==> src/rtl/vga_pkg.sv <==
// Shared definitions for the VGA text controller bus interface:
// response codes, address-map constants and FSM encodings.
package vga_pkg;

    localparam logic [1:0] RESP_OKAY   = 2'b00;
    localparam logic [1:0] RESP_SLVERR = 2'b10;

    localparam int VGA_BUF_LIMIT = 6496;
    localparam int REGION_BIT    = 12;

    typedef enum logic [1:0] {
        W_IDLE,
        W_EXEC,
        W_RESP
    } wstate_e;

    typedef enum logic [1:0] {
        R_IDLE,
        R_WAIT,
        R_RESP
    } rstate_e;

endpackage

==> src/rtl/vga_axil_decode.sv <==
// Address-map check: region select bit plus upper range bound,
// shared by the write and read paths.
module vga_axil_decode
    import vga_pkg::*;
#(
    parameter int ADDR_W  = 13,
    parameter int SEL_BIT = REGION_BIT,
    parameter int LIMIT   = VGA_BUF_LIMIT
) (
    input  logic [ADDR_W-1:0] addr_i,
    output logic              in_range_o,
    output logic              is_buf_o
);

    localparam logic [ADDR_W:0] LIM = LIMIT[ADDR_W:0];

    assign is_buf_o   = addr_i[SEL_BIT];
    assign in_range_o = {1'b0, addr_i} < LIM;

endmodule

==> src/rtl/vga_axil_slave.sv <==
// AXI4-Lite responder for the VGA text controller: serialises bus
// writes into backend pulses and reads into timed backend requests.
module vga_axil_slave
    import vga_pkg::*;
#(
    parameter int C_AXI_DATA_WIDTH = 32,
    parameter int C_AXI_ADDR_WIDTH = 13,
    parameter int READ_LATENCY     = 2,
    parameter int BUF_LIMIT        = 6496
) (
    input  logic                          clk_i,
    input  logic                          rst_i,
    input  logic                          s_awvalid_i,
    output logic                          s_awready_o,
    input  logic [C_AXI_ADDR_WIDTH-1:0]   s_awaddr_i,
    input  logic                          s_wvalid_i,
    output logic                          s_wready_o,
    input  logic [C_AXI_DATA_WIDTH-1:0]   s_wdata_i,
    input  logic [C_AXI_DATA_WIDTH/8-1:0] s_wstrb_i,
    output logic                          s_bvalid_o,
    input  logic                          s_bready_i,
    output logic [1:0]                    s_bresp_o,
    input  logic                          s_arvalid_i,
    output logic                          s_arready_o,
    input  logic [C_AXI_ADDR_WIDTH-1:0]   s_araddr_i,
    output logic                          s_rvalid_o,
    input  logic                          s_rready_i,
    output logic [C_AXI_DATA_WIDTH-1:0]   s_rdata_o,
    output logic [1:0]                    s_rresp_o,
    output logic [C_AXI_ADDR_WIDTH-1:0]   axil_waddr_o,
    output logic [C_AXI_DATA_WIDTH-1:0]   axil_wdata_o,
    output logic [C_AXI_DATA_WIDTH/8-1:0] axil_wstrb_o,
    output logic                          axil_wready_o,
    output logic [C_AXI_ADDR_WIDTH-1:0]   axil_raddr_o,
    output logic                          axil_rreq_o,
    input  logic [C_AXI_DATA_WIDTH-1:0]   axil_rdata_i
);

    localparam int DW = C_AXI_DATA_WIDTH;
    localparam int AW = C_AXI_ADDR_WIDTH;
    localparam int SW = DW / 8;
    localparam logic [2:0] RL = 3'(READ_LATENCY);

    wstate_e       w_state_q, w_state_d;
    logic          aw_held_q, aw_held_d, w_held_q, w_held_d;
    logic [AW-1:0] awaddr_q, awaddr_d, bwaddr_q, bwaddr_d;
    logic [DW-1:0] wdata_q, wdata_d, bwdata_q, bwdata_d;
    logic [SW-1:0] wstrb_q, wstrb_d, bwstrb_q, bwstrb_d;
    logic          awready_q, awready_d, wready_q, wready_d;
    logic          bvalid_q, bvalid_d, wpulse_q, wpulse_d;
    logic [1:0]    bresp_q, bresp_d;

    rstate_e       r_state_q, r_state_d;
    logic          arready_q, arready_d, rvalid_q, rvalid_d;
    logic          rreq_q, rreq_d, rpend_q, rpend_d;
    logic [1:0]    rresp_q, rresp_d;
    logic [DW-1:0] rdata_q, rdata_d;
    logic [AW-1:0] raddr_q, raddr_d;
    logic [2:0]    cnt_q, cnt_d;

    logic          aw_take, w_take, ar_take;
    logic [AW-1:0] w_dec_addr;
    logic          w_in_range, w_is_buf, r_in_range, r_is_buf;
    logic          w_ok, r_ok, hazard;

    assign aw_take    = s_awvalid_i && awready_q;
    assign w_take     = s_wvalid_i && wready_q;
    assign ar_take    = s_arvalid_i && arready_q;
    assign w_dec_addr = aw_take ? s_awaddr_i : awaddr_q;

    vga_axil_decode #(
        .ADDR_W (AW),
        .SEL_BIT(AW - 1),
        .LIMIT  (BUF_LIMIT)
    ) u_wdec (
        .addr_i    (w_dec_addr),
        .in_range_o(w_in_range),
        .is_buf_o  (w_is_buf)
    );

    vga_axil_decode #(
        .ADDR_W (AW),
        .SEL_BIT(AW - 1),
        .LIMIT  (BUF_LIMIT)
    ) u_rdec (
        .addr_i    (s_araddr_i),
        .in_range_o(r_in_range),
        .is_buf_o  (r_is_buf)
    );

    assign w_ok   = !w_is_buf || w_in_range;
    assign r_ok   = r_is_buf && r_in_range;
    // A read colliding with this cycle's write pulse waits one cycle
    assign hazard = wpulse_d && (w_dec_addr[AW-1:2] == s_araddr_i[AW-1:2]);

    always_comb begin
        w_state_d = w_state_q;
        aw_held_d = aw_held_q;
        w_held_d  = w_held_q;
        awaddr_d  = awaddr_q;
        wdata_d   = wdata_q;
        wstrb_d   = wstrb_q;
        bwaddr_d  = bwaddr_q;
        bwdata_d  = bwdata_q;
        bwstrb_d  = bwstrb_q;
        bvalid_d  = bvalid_q;
        bresp_d   = bresp_q;
        wpulse_d  = 1'b0;
        unique case (w_state_q)
            W_IDLE: begin
                if (aw_take) begin
                    aw_held_d = 1'b1;
                    awaddr_d  = s_awaddr_i;
                end
                if (w_take) begin
                    w_held_d = 1'b1;
                    wdata_d  = s_wdata_i;
                    wstrb_d  = s_wstrb_i;
                end
                if (aw_held_d && w_held_d) begin
                    w_state_d = W_EXEC;
                    wpulse_d  = w_ok;
                    if (w_ok) begin
                        bwaddr_d = awaddr_d;
                        bwdata_d = wdata_d;
                        bwstrb_d = wstrb_d;
                    end
                end
            end
            W_EXEC: begin
                w_state_d = W_RESP;
                aw_held_d = 1'b0;
                w_held_d  = 1'b0;
                bvalid_d  = 1'b1;
                bresp_d   = wpulse_q ? RESP_OKAY : RESP_SLVERR;
            end
            W_RESP: begin
                if (s_bready_i) begin
                    bvalid_d  = 1'b0;
                    w_state_d = W_IDLE;
                end
            end
            default: w_state_d = W_IDLE;
        endcase
        awready_d = (w_state_d == W_IDLE) && !aw_held_d;
        wready_d  = (w_state_d == W_IDLE) && !w_held_d;
    end

    always_comb begin
        r_state_d = r_state_q;
        rvalid_d  = rvalid_q;
        rresp_d   = rresp_q;
        rdata_d   = rdata_q;
        raddr_d   = raddr_q;
        cnt_d     = cnt_q;
        rreq_d    = 1'b0;
        rpend_d   = 1'b0;
        unique case (r_state_q)
            R_IDLE: begin
                if (ar_take && r_ok) begin
                    r_state_d = R_WAIT;
                    raddr_d   = s_araddr_i;
                    cnt_d     = RL;
                    rpend_d   = hazard;
                    rreq_d    = !hazard;
                end else if (ar_take) begin
                    r_state_d = R_RESP;
                    rvalid_d  = 1'b1;
                    rdata_d   = '0;
                    rresp_d   = RESP_SLVERR;
                end
            end
            R_WAIT: begin
                if (rpend_q) begin
                    rreq_d = 1'b1;
                end else if (cnt_q == 3'd0) begin
                    r_state_d = R_RESP;
                    rvalid_d  = 1'b1;
                    rdata_d   = axil_rdata_i;
                    rresp_d   = RESP_OKAY;
                end else begin
                    cnt_d = cnt_q - 3'd1;
                end
            end
            R_RESP: begin
                if (s_rready_i) begin
                    rvalid_d  = 1'b0;
                    r_state_d = R_IDLE;
                end
            end
            default: r_state_d = R_IDLE;
        endcase
        arready_d = (r_state_d == R_IDLE);
    end

    always_ff @(posedge clk_i) begin
        if (rst_i) begin
            w_state_q <= W_IDLE;
            aw_held_q <= 1'b0;
            w_held_q  <= 1'b0;
            awaddr_q  <= '0;
            wdata_q   <= '0;
            wstrb_q   <= '0;
            bwaddr_q  <= '0;
            bwdata_q  <= '0;
            bwstrb_q  <= '0;
            awready_q <= 1'b0;
            wready_q  <= 1'b0;
            bvalid_q  <= 1'b0;
            bresp_q   <= 2'b00;
            wpulse_q  <= 1'b0;
            r_state_q <= R_IDLE;
            arready_q <= 1'b0;
            rvalid_q  <= 1'b0;
            rresp_q   <= 2'b00;
            rdata_q   <= '0;
            raddr_q   <= '0;
            cnt_q     <= 3'd0;
            rreq_q    <= 1'b0;
            rpend_q   <= 1'b0;
        end else begin
            w_state_q <= w_state_d;
            aw_held_q <= aw_held_d;
            w_held_q  <= w_held_d;
            awaddr_q  <= awaddr_d;
            wdata_q   <= wdata_d;
            wstrb_q   <= wstrb_d;
            bwaddr_q  <= bwaddr_d;
            bwdata_q  <= bwdata_d;
            bwstrb_q  <= bwstrb_d;
            awready_q <= awready_d;
            wready_q  <= wready_d;
            bvalid_q  <= bvalid_d;
            bresp_q   <= bresp_d;
            wpulse_q  <= wpulse_d;
            r_state_q <= r_state_d;
            arready_q <= arready_d;
            rvalid_q  <= rvalid_d;
            rresp_q   <= rresp_d;
            rdata_q   <= rdata_d;
            raddr_q   <= raddr_d;
            cnt_q     <= cnt_d;
            rreq_q    <= rreq_d;
            rpend_q   <= rpend_d;
        end
    end

    assign s_awready_o   = awready_q;
    assign s_wready_o    = wready_q;
    assign s_bvalid_o    = bvalid_q;
    assign s_bresp_o     = bresp_q;
    assign s_arready_o   = arready_q;
    assign s_rvalid_o    = rvalid_q;
    assign s_rdata_o     = rdata_q;
    assign s_rresp_o     = rresp_q;
    assign axil_waddr_o  = bwaddr_q;
    assign axil_wdata_o  = bwdata_q;
    assign axil_wstrb_o  = bwstrb_q;
    assign axil_wready_o = wpulse_q;
    assign axil_raddr_o  = raddr_q;
    assign axil_rreq_o   = rreq_q;

endmodule
==> config.mk <==
export PLATFORM = sky130hd
export DESIGN_NAME = vga_axil_slave
export DESIGN_NICKNAME = d
export VERILOG_FILES = /design/src/rtl/vga_pkg.sv /design/src/rtl/vga_axil_decode.sv /design/src/rtl/vga_axil_slave.sv
export SDC_FILE = /design/constraint.sdc
export NUM_CORES = 1
export LEC_CHECK = 0
export ABC_AREA = 1
export CORE_MARGIN = 4
export CORE_UTILIZATION = 43
export DETAILED_ROUTE_END_ITERATION = 8
export GPL_TIMING_DRIVEN = 0
export PLACE_DENSITY = 0.85
export SKIP_LAST_GASP = 1
export SYNTH_ARGS = -nofsm -noshare
export SYNTH_HDL_FRONTEND = slang
export SYNTH_SLANG_ARGS = --single-unit
export TNS_END_PERCENT = 10
==> constraint.sdc <==
create_clock -name clk_i -period 1.6 [get_ports clk_i]
set_input_delay 0.32 -clock clk_i [delete_from_list [all_inputs] [get_ports clk_i]]
set_output_delay 0.32 -clock clk_i [all_outputs]
set_load 0.02 [all_outputs]
==> flow_summary.toml <==
[critical_path]
critPathSlowestCell = "dfxtp_4"
critical_path.max_stage_delay_ns = 0.42
endpoint_kind = "flop"
cp-start-kind = "flop"
critical_path.cell_chain = "nand2_8 > buf_8 > buf_4 > nand2_1 > nand3_1 > nand2_1 > nand2_1 > nor2_1 > nand3_1 > o21bai_1 > a21oi_2"
dominant_cell_type_by_count_on_the_critical_path = "nand2_1"
path_delay_family = "simple AND/OR/NAND/NOR gates"
critPathRequiredTime_ns = 1.88
worstPathBufferInverterCount = 2
critical_path_maximum_fanout = 6
criticalPathCategory = "flop to flop"
worst_ep_arrival_time_ns = 2.12

[cells_and_area]
nets = 1319
final_cell_mix = "198 x clkdlybuf4s50_1, 160 x dfxtp_1, 147 x nand2_1, 128 x o21ai_0, 119 x inv_1"
final_layout_size_suffix_gt1_share_pct = 16.5
final_common_cell = "clkdlybuf4s50_1"
fillers = 1240
final_design_area_no_fill_um2 = 10600
area_delta_synth_final_pct = 53.0
n_antenna_cell = 0

[power_and_ir_drop]
fin_total_pwr_uw = 11500
p_leak_uw = 0.00450
power.density_nw_per_um2 = 1090
power.share.combinational_pct = 26.4
seq_power_share_pct = 40.4
power.share.switching_pct = 31.4
power.switching_uw = 3630
clock_power_share_pct = 33.3
vdd_drop_max_uv = 741
cellInternalPower_uw = 7910

[clocking]
cts_buffer_depth = 2
clock_sink_count = 162
worst_setup_hold_path_clk_slew_ns = 0.07
root_buffer = "clkbuf_16"
latest_clock_arrival_within_the_worst_skew_pair_ns = 0.43
clock_buffer_count_from_cts = 17
htreeDepth = 4
tritoncts_clock_tree = "built"

[route]
antenna_violating_nets_post_route = 0
routedWlPerCell_um = 16.2
via_per_inst = 5.13
first_iter_violations = 475
drc_errors = 0
firstDrtPassIters = 6
vias = 7407
wirelength_um = 23500

[outcome]
run_status = "finished with violations"
failed_checks = "setup timing"

[floorplan]
floorplan.die_area_um2 = 18200
num_io_pins = 206
floorplan.rows = 46
die_width_um = 135
initial_core_util_pct = 43.7
core_region_area_um2 = 15800
die-height_um = 135

[global_routing]
pin_count_of_the_biggest_net_entering_global_routing = 17
track_usage_pct = 24.4
number_of_global_route_vias_before_repair = 7233
grt_pass1_wl_um = 35300
gr-total-overflow = 0
initial_antenna_violation_count = 0

[timing]
finalCritPeriodShare_pct = 115
final-hold-violation-count = 0
rsz0062_at_grt = "yes"
max-slew-margin-rel_pct = 57.3
finalSetupTns_ns = -24.79
final.min_clock_period_ns = 1.84
fmaxAchievable_mhz = 543
final-max-slew-violation-count = 0
whs_ns = 0.367
finalClockSkew_ns = 0.0109
worst_slack_setup_final_ns = -0.242
timing.final.setup_violations = 211
tightest_slew_ns = 0.640

[synthesis]
post_synth_inst_count = 959
synth_sequential_area_ratio_pct = 46.8
yosysWarningCount = 0
synth-async-reset-ratio_pct = 0
unique_masters_post_synth = 32
yosys-top-cells-area = "dfxtp_1 47%, o21ai_0 12%, nand2_1 9.0%"
synth_area_per_cell_um2 = 7.22
synth.largest_area_cell = "dfxtp_1"
synth_enable_flop_cells = 0
synth_top_area_share_pct = 46.8
ys_dominant_reg_cell = "dfxtp_1"
post_synth_design_cell_area_um2 = 6920
synth.ff_latch_count = 162

[place]
placement.cell_area_um2 = 9230
dp_hpwl_um = 15500
io_buffers = 202
place_congestion = 0.941

[run]
max-cap-violations = 0

[worst_hold_path]
hp-class = "input pin to flop"
[cell type report]
cell class	instances	area (um2)	share of cell area, %
Multi-Input combinational cell	612	3210	30.3
Buffer	59	429	4.05
Tap cell	216	270	2.55
Sequential cell	162	3250	30.7
Timing Repair Buffer	237	2390	22.5
Clock buffer	19	453	4.27
Inverter	127	493	4.65
Clock inverter	13	101	0.957
[final timing paths]
kind | from | endpoint | slack, ns | cells after the start
max | s_awready_o | axil_rreq_o | -0.24 | 11
min | s_araddr_i[6] | axil_raddr_o[6] | 0.37 | 3
max reg2reg | s_awready_o | axil_rreq_o | -0.24 | 11
min reg2reg | axil_wready_o | s_bresp_o[1] | 0.44 | 1
[synthesized netlist by cell type, types with 2 or more instances]
master,number
buf_4,4
dfxtp_1,162
nand2_2,7
buf_12,3
ha_1,2
nand3_1,25
inv_1,122
nand3b_1,6
nor2_1,81
nor2_2,31
o211ai_1,7
xor2_1,2
buf_2,5
nand4_1,2
clkbuf_1,35
buf_1,10
nand3_2,2
a21oi_1,99
a211oi_1,2
nand2_1,166
inv_2,4
o21ai_0,171
buf_6,2
[repair_timing]
item,CTS,global route
pin swaps,13,28
hold buffers,0,0
setup buffers,17,13
resized for setup,109,90
cloned,4,2
hold endpoints to repair,0,0
endpoints found under the setup margin,253,253
[cells by family after synthesis]
family | after synthesis | synth area share (%)
simple gates | 323 | 20.2
fa+ha+maj | 2 | 0.361
other cells | 1 | 0.0542
xor+xnor | 2 | 0.253
flops | 162 | 46.8
buf+inv | 187 | 11.5
compound gates | 282 | 20.8
[flip-flops by register name, summed over array words and instances, names as in the netlist, 2 cells and up]
| name | flops |
|---|---|
| axil_wdata_o | 32 |
| axil_wstrb_o | 4 |
| w_state_q | 2 |
| cnt_q | 3 |
| wdata_q | 32 |
| axil_raddr_o | 13 |
| s_rdata_o | 32 |
| r_state_q | 2 |
| wstrb_q | 4 |
| awaddr_q | 13 |
| axil_waddr_o | 13 |
[worst min-delay path, stage by stage]
cell and delay (ns):
dlygate4sd2_1 0.29, nand2_1 0.09, a21oi_1 0.05
[power by group through the flow]
stage               Sequential (uW)  Combinational, uW  Clock [uW]
finish                         4660               3040        3840
global route                   4700               3300        4080
CTS                            4640               2760        3880
detailed placement             4710               2470           0
global placement               4700               2420           0
floorplan                      4960               1140           0
[metrics by stage]
step | setup WS [ns] | std cells | utilization, %
floorplan | 0.0170 | 960 | -
finish | -0.242 | 1445 | 66.9
global placement | -0.842 | 1378 | 58.3
CTS | -0.171 | 1431 | 64.7
detailed placement | -0.854 | 1378 | 58.3
global route | -0.341 | 1445 | 66.9
[routing by layer]
layer,vias to the layer above,GRT usage (%),part of all wire (%)
met5,-,0,0
met3,55,8.68,9.8
li1,3584,-,-
met1,3420,27.9,38
met2,348,41.7,49
met4,0,9.39,2.5
No activity file was read; power rests on OpenSTA's default activity.
